===== src/rtl/aes_key_expander.sv =====
// aes_key_expander: iterative AES-128 key schedule into an 11-entry round-key store; define KEYEXP_ZEROIZE_EN to clear the store on reset
module aes_key_expander (
  input  logic         clock,
  input  logic         reset,
  input  logic         start,
  input  logic [127:0] key,
  output logic         busy,
  output logic         done,
  output logic         valid,
  input  logic [3:0]   rd_idx,
  output logic [127:0] rd_key
);
  typedef enum logic {IDLE, EXPAND} state_t;
  state_t       state;
  logic [127:0] store [11];
  logic [127:0] work, next_work;
  logic [3:0]   round;
  logic [7:0]   rcon;
  logic [31:0]  rot, t, w0, w1, w2, w3;
  function automatic logic [7:0] gmul(input logic [7:0] a, input logic [7:0] b);
    logic [7:0] p, x;
    p = '0;
    x = a;
    for (int i = 0; i < 8; i++) begin
      p = b[i] ? p ^ x : p;
      x = {x[6:0], 1'b0} ^ (x[7] ? 8'h1b : 8'h00);
    end
    return p;
  endfunction
  // x^254 is the field inverse (and maps 0 to 0), followed by the FIPS-197 affine map
  function automatic logic [7:0] sbox(input logic [7:0] x);
    logic [7:0] r;
    r = x;
    for (int i = 0; i < 6; i++) r = gmul(gmul(r, r), x);
    r = gmul(r, r);
    return r ^ {r[6:0], r[7]} ^ {r[5:0], r[7:6]} ^ {r[4:0], r[7:5]} ^ {r[3:0], r[7:4]} ^ 8'h63;
  endfunction
  always_comb begin
    rot = {work[23:0], work[31:24]};
    t = {sbox(rot[31:24]), sbox(rot[23:16]), sbox(rot[15:8]), sbox(rot[7:0])} ^ {rcon, 24'h0};
    w0 = work[127:96] ^ t;
    w1 = work[95:64] ^ w0;
    w2 = work[63:32] ^ w1;
    w3 = work[31:0] ^ w2;
    next_work = {w0, w1, w2, w3};
  end
  always_ff @(posedge clock) begin
    if (reset) begin
      state  <= IDLE;
      busy   <= 1'b0;
      done   <= 1'b0;
      valid  <= 1'b0;
      round  <= 4'd0;
      rcon   <= 8'h01;
      rd_key <= '0;
`ifdef KEYEXP_ZEROIZE_EN
      work <= '0;
      for (int i = 0; i < 11; i++) store[i] <= '0;
`endif
    end else begin
      rd_key <= (rd_idx <= 4'd10) ? store[rd_idx] : '0;
      done   <= 1'b0;
      if (state == IDLE) begin
        if (start) begin
          store[0] <= key;
          work     <= key;
          rcon     <= 8'h01;
          round    <= 4'd1;
          busy     <= 1'b1;
          valid    <= 1'b0;
          state    <= EXPAND;
        end
      end else begin
        store[round] <= next_work;
        work         <= next_work;
        rcon         <= {rcon[6:0], 1'b0} ^ (rcon[7] ? 8'h1b : 8'h00);
        round        <= round + 4'd1;
        if (round == 4'd10) begin
          busy  <= 1'b0;
          valid <= 1'b1;
          done  <= 1'b1;
          state <= IDLE;
        end
      end
    end
  end
endmodule


===== config.mk =====
export PLATFORM = sky130hd
export DESIGN_NAME = aes_key_expander
export DESIGN_NICKNAME = d
export VERILOG_FILES = /design/src/rtl/aes_key_expander.sv
export SDC_FILE = /design/constraint.sdc
export NUM_CORES = 2
export LEC_CHECK = 0
export CORE_MARGIN = 5
export CORE_UTILIZATION = 60
export CTS_CLUSTER_DIAMETER = 100
export CTS_CLUSTER_SIZE = 12
export DETAILED_ROUTE_END_ITERATION = 16
export PLACE_DENSITY = 0.77
export SLEW_MARGIN = 30
export SYNTH_ARGS = -nofsm -noshare
export SYNTH_HDL_FRONTEND = slang
export SYNTH_SLANG_ARGS = --single-unit

===== constraint.sdc =====
create_clock -name clock -period 25.9 [get_ports clock]
set_input_delay 5.18 -clock clock [delete_from_list [all_inputs] [get_ports clock]]
set_output_delay 5.18 -clock clock [all_outputs]
set_load 0.03 [all_outputs]

==> impl_metrics.toml <==
[status]
outcome = "complete, but fails checks"
violations = "antenna violations"

[worst_hold_path]
worstHoldPathType = "register to register"

[setup_path]
critPathMaxStageDelay_ns = 0.73
end_kind = "register"
crit_type = "register to register"
rrSetupSlack_ns = 1.37
cp-start-kind = "register"
crit_path_top_delay_cell = "xnor3_1"
worstPathArrival_ns = 25.02
crit_required_ns = 26.39
worstPathMaxFanout = 33
cp_common_cell = "xnor2_1"

[floorplan]
die-width_um = 462.3
rows = 166
design.die.area_um2 = 213700
fp.dieH_um = 462.3
core_um2 = 204200
start_util = 0.6011
ios = 266

[route]
wl_um = 375700
drc = 0
ant_nets = 1
wire_per_inst_um = 27.15
drtPass1Iterations = 6
first_iter_violations = 11640
num_vias = 89940
via_per_inst = 6.499

[timing]
drv_slew = 0
fin_crit_ns = 24.53
final_hold_viol_count = 0
max_freq_mhz = 40.76
relSlewSlack = 0.2949
setup_tns_ns = 0
worst_pin_slew_ns = 1.050
finClkSkew_ns = 0.04229
layout_worst_path_cycle_share = 0.9472
setup_viol = 0

[job]
maxCapViolations = 0

[global_route]
grt_pass1_wl_um = 556200
grt_overflow = 0
global_route.usage.met2 = 0.5350
grt_pass1_vias = 87100
gr-usage-met1 = 0.4562
top_usage_layer = "met2"
grtUsageTotal = 0.3434
gr-usage-met3 = 0.05483
antenna_found_initial = 63
grt_max_degree = 103

[final_layout]
fin_util = 0.6545
nFillCells = 15000
area_growth_pct = 8.891
drive_gt1_frac = 0.1314
layout.nets = 11130

[cts]
cts_sinks = 1680
cts.clk_slew.worst_paths_ns = 0.07
insertion_delay_ns = 0.81
clockRootBuffer = "clkbuf_16"
postCtsHoldBufs = 0
cts.path.max_buffers = 3
cts_tree = "yes"
cts-htree-levels = 4
numCtsBuffers = 159

[place]
io_buffer_count = 265
dpl.hpwl_um = 252700
place.gp.congestion = 1.001

[synth]
synth_edf_count = 1536
syn_avg_cell_area_um2 = 11.32
synth.top_cells.by_area = "edfxtp_1 (38%), xnor2_1 (11%), xnor3_1 (6.2%)"
synth_cell_types = 134
ys_ff_latch = 1680
ys_warn_count = 0
synth_top_cells_by_count = "xnor2_1 (1537), edfxtp_1 (1536), nand2_1 (1249), nor2_1 (782), xor2_1 (567)"
syn_nets = 11010
ys_seq_area_frac = 0.3993
synth_ff_type = "edfxtp_1"
async_flop_share = 0
synthCells = 10840
synth_top_area_share = 0.3758
syn_area_um2 = 122700
yosysMostFrequentCell = "xnor2_1"
yosys.area.top_type = "edfxtp_1"
==> final timing paths <==
path / startpoint / to / cells past startpoint
setup / recovery: work[31] / store[0][7] / 75
hold reg to reg: rcon[0] / rcon[0] / 2
hold / removal: rcon[0] / rcon[0] / 2
setup reg to reg: work[31] / store[0][7] / 75
==> cell usage in the layout, fill, tap and decap left out, types with 139 or more instances in the layout <==
| master | netlist | final |
|---|---|---|
| xor2_1 | 567 | 562 |
| xnor2_1 | 1537 | 1512 |
| clkdlybuf4s50_1 | 0 | 261 |
| dfxtp_1 | 144 | 143 |
| a211oi_1 | 317 | 315 |
| mux2_2 | 161 | 161 |
| xnor3_1 | 337 | 330 |
| edfxtp_1 | 1536 | 1536 |
| mux4_2 | 257 | 257 |
| o21ai_0 | 346 | 334 |
| nor2_1 | 782 | 772 |
| mux2i_1 | 356 | 356 |
| nor2b_1 | 182 | 178 |
| nand3_1 | 139 | 139 |
| buf_4 | 38 | 423 |
| nand2_1 | 1249 | 1249 |
| clkbuf_16 | 0 | 162 |
| a21oi_1 | 436 | 435 |
| nor3_1 | 169 | 166 |
==> what timing repair did <==
action,in CTS,in global routing
setup endpoints to repair,22,1142
pin swaps,0,2
gates resized for setup,1,54
setup buffers,0,18
==> critical path: cells and delay by family (launching register included) <==
family          cells  cell delay (ns)
compound gates     11             2.32
simple gates       11             2.76
xor+xnor           37            14.07
mux                 3             1.01
fa+ha+maj           3             1.05
buf+inv            10             2.41
flops               1             0.54
==> flip-flops by register name, summed over array words and instances (netlist names) <==
register	count
work	128
done	1
busy	1
store	1408
state	1
round	4
valid	1
rcon	8
rd_key	128
==> metrics by stage <==
| step | area (µm²) | hold WS [ns] | std cells | setup slack [ns] |
|---|---|---|---|---|
| final | 133600 | 0.5077 | 13840 | 1.367 |
| after global routing | 133600 | 0.5403 | 13830 | -0.09919 |
| after CTS | 132900 | 0.5066 | 13760 | 0.02550 |
| after detailed placement | 128200 | 0.4963 | 13470 | 0.07883 |
| after global placement | 128000 | 0.4735 | 13470 | 0.4597 |
| after floorplan | 122700 | 0.4615 | 10840 | 2.384 |
==> cells by family after synthesis <==
family,count (synthesis),share of synthesized area
AND/OR/NAND/NOR,2910,0.1056
multiplexers,776,0.09118
XOR/XNOR,2740,0.2632
buffers and inverters,882,0.03752
AO/OA/AOI/OAI,1822,0.1001
flip-flops,1680,0.3993
adder cells (fa/ha/maj),30,0.003059
==> layer usage <==
| metal | part of all wire | wire, µm |
|---|---|---|
| met5 | 0.00013 | 47 |
| met4 | 0.068 | 25460 |
| met3 | 0.097 | 36290 |
| met2 | 0.46 | 173100 |
| met1 | 0.37 | 140800 |
==> layout make-up <==
class                           instances  area [µm²]  area share
Multi-Input combinational cell       8278       69600      0.5209
Sequential cell                      1680       49010      0.3668
Timing Repair Buffer                  712        6264     0.04687
Clock buffer                          272        4467     0.03343
Tap cell                             2688        3363     0.02517
Inverter                              133       504.2    0.003773
Clock inverter                         15       266.5    0.001994
Antenna cell                           61       152.6    0.001142
Power is left out: the tool's default activity adds up to more than one toggle a clock period on the data nets, which glitch-free logic cannot reach.
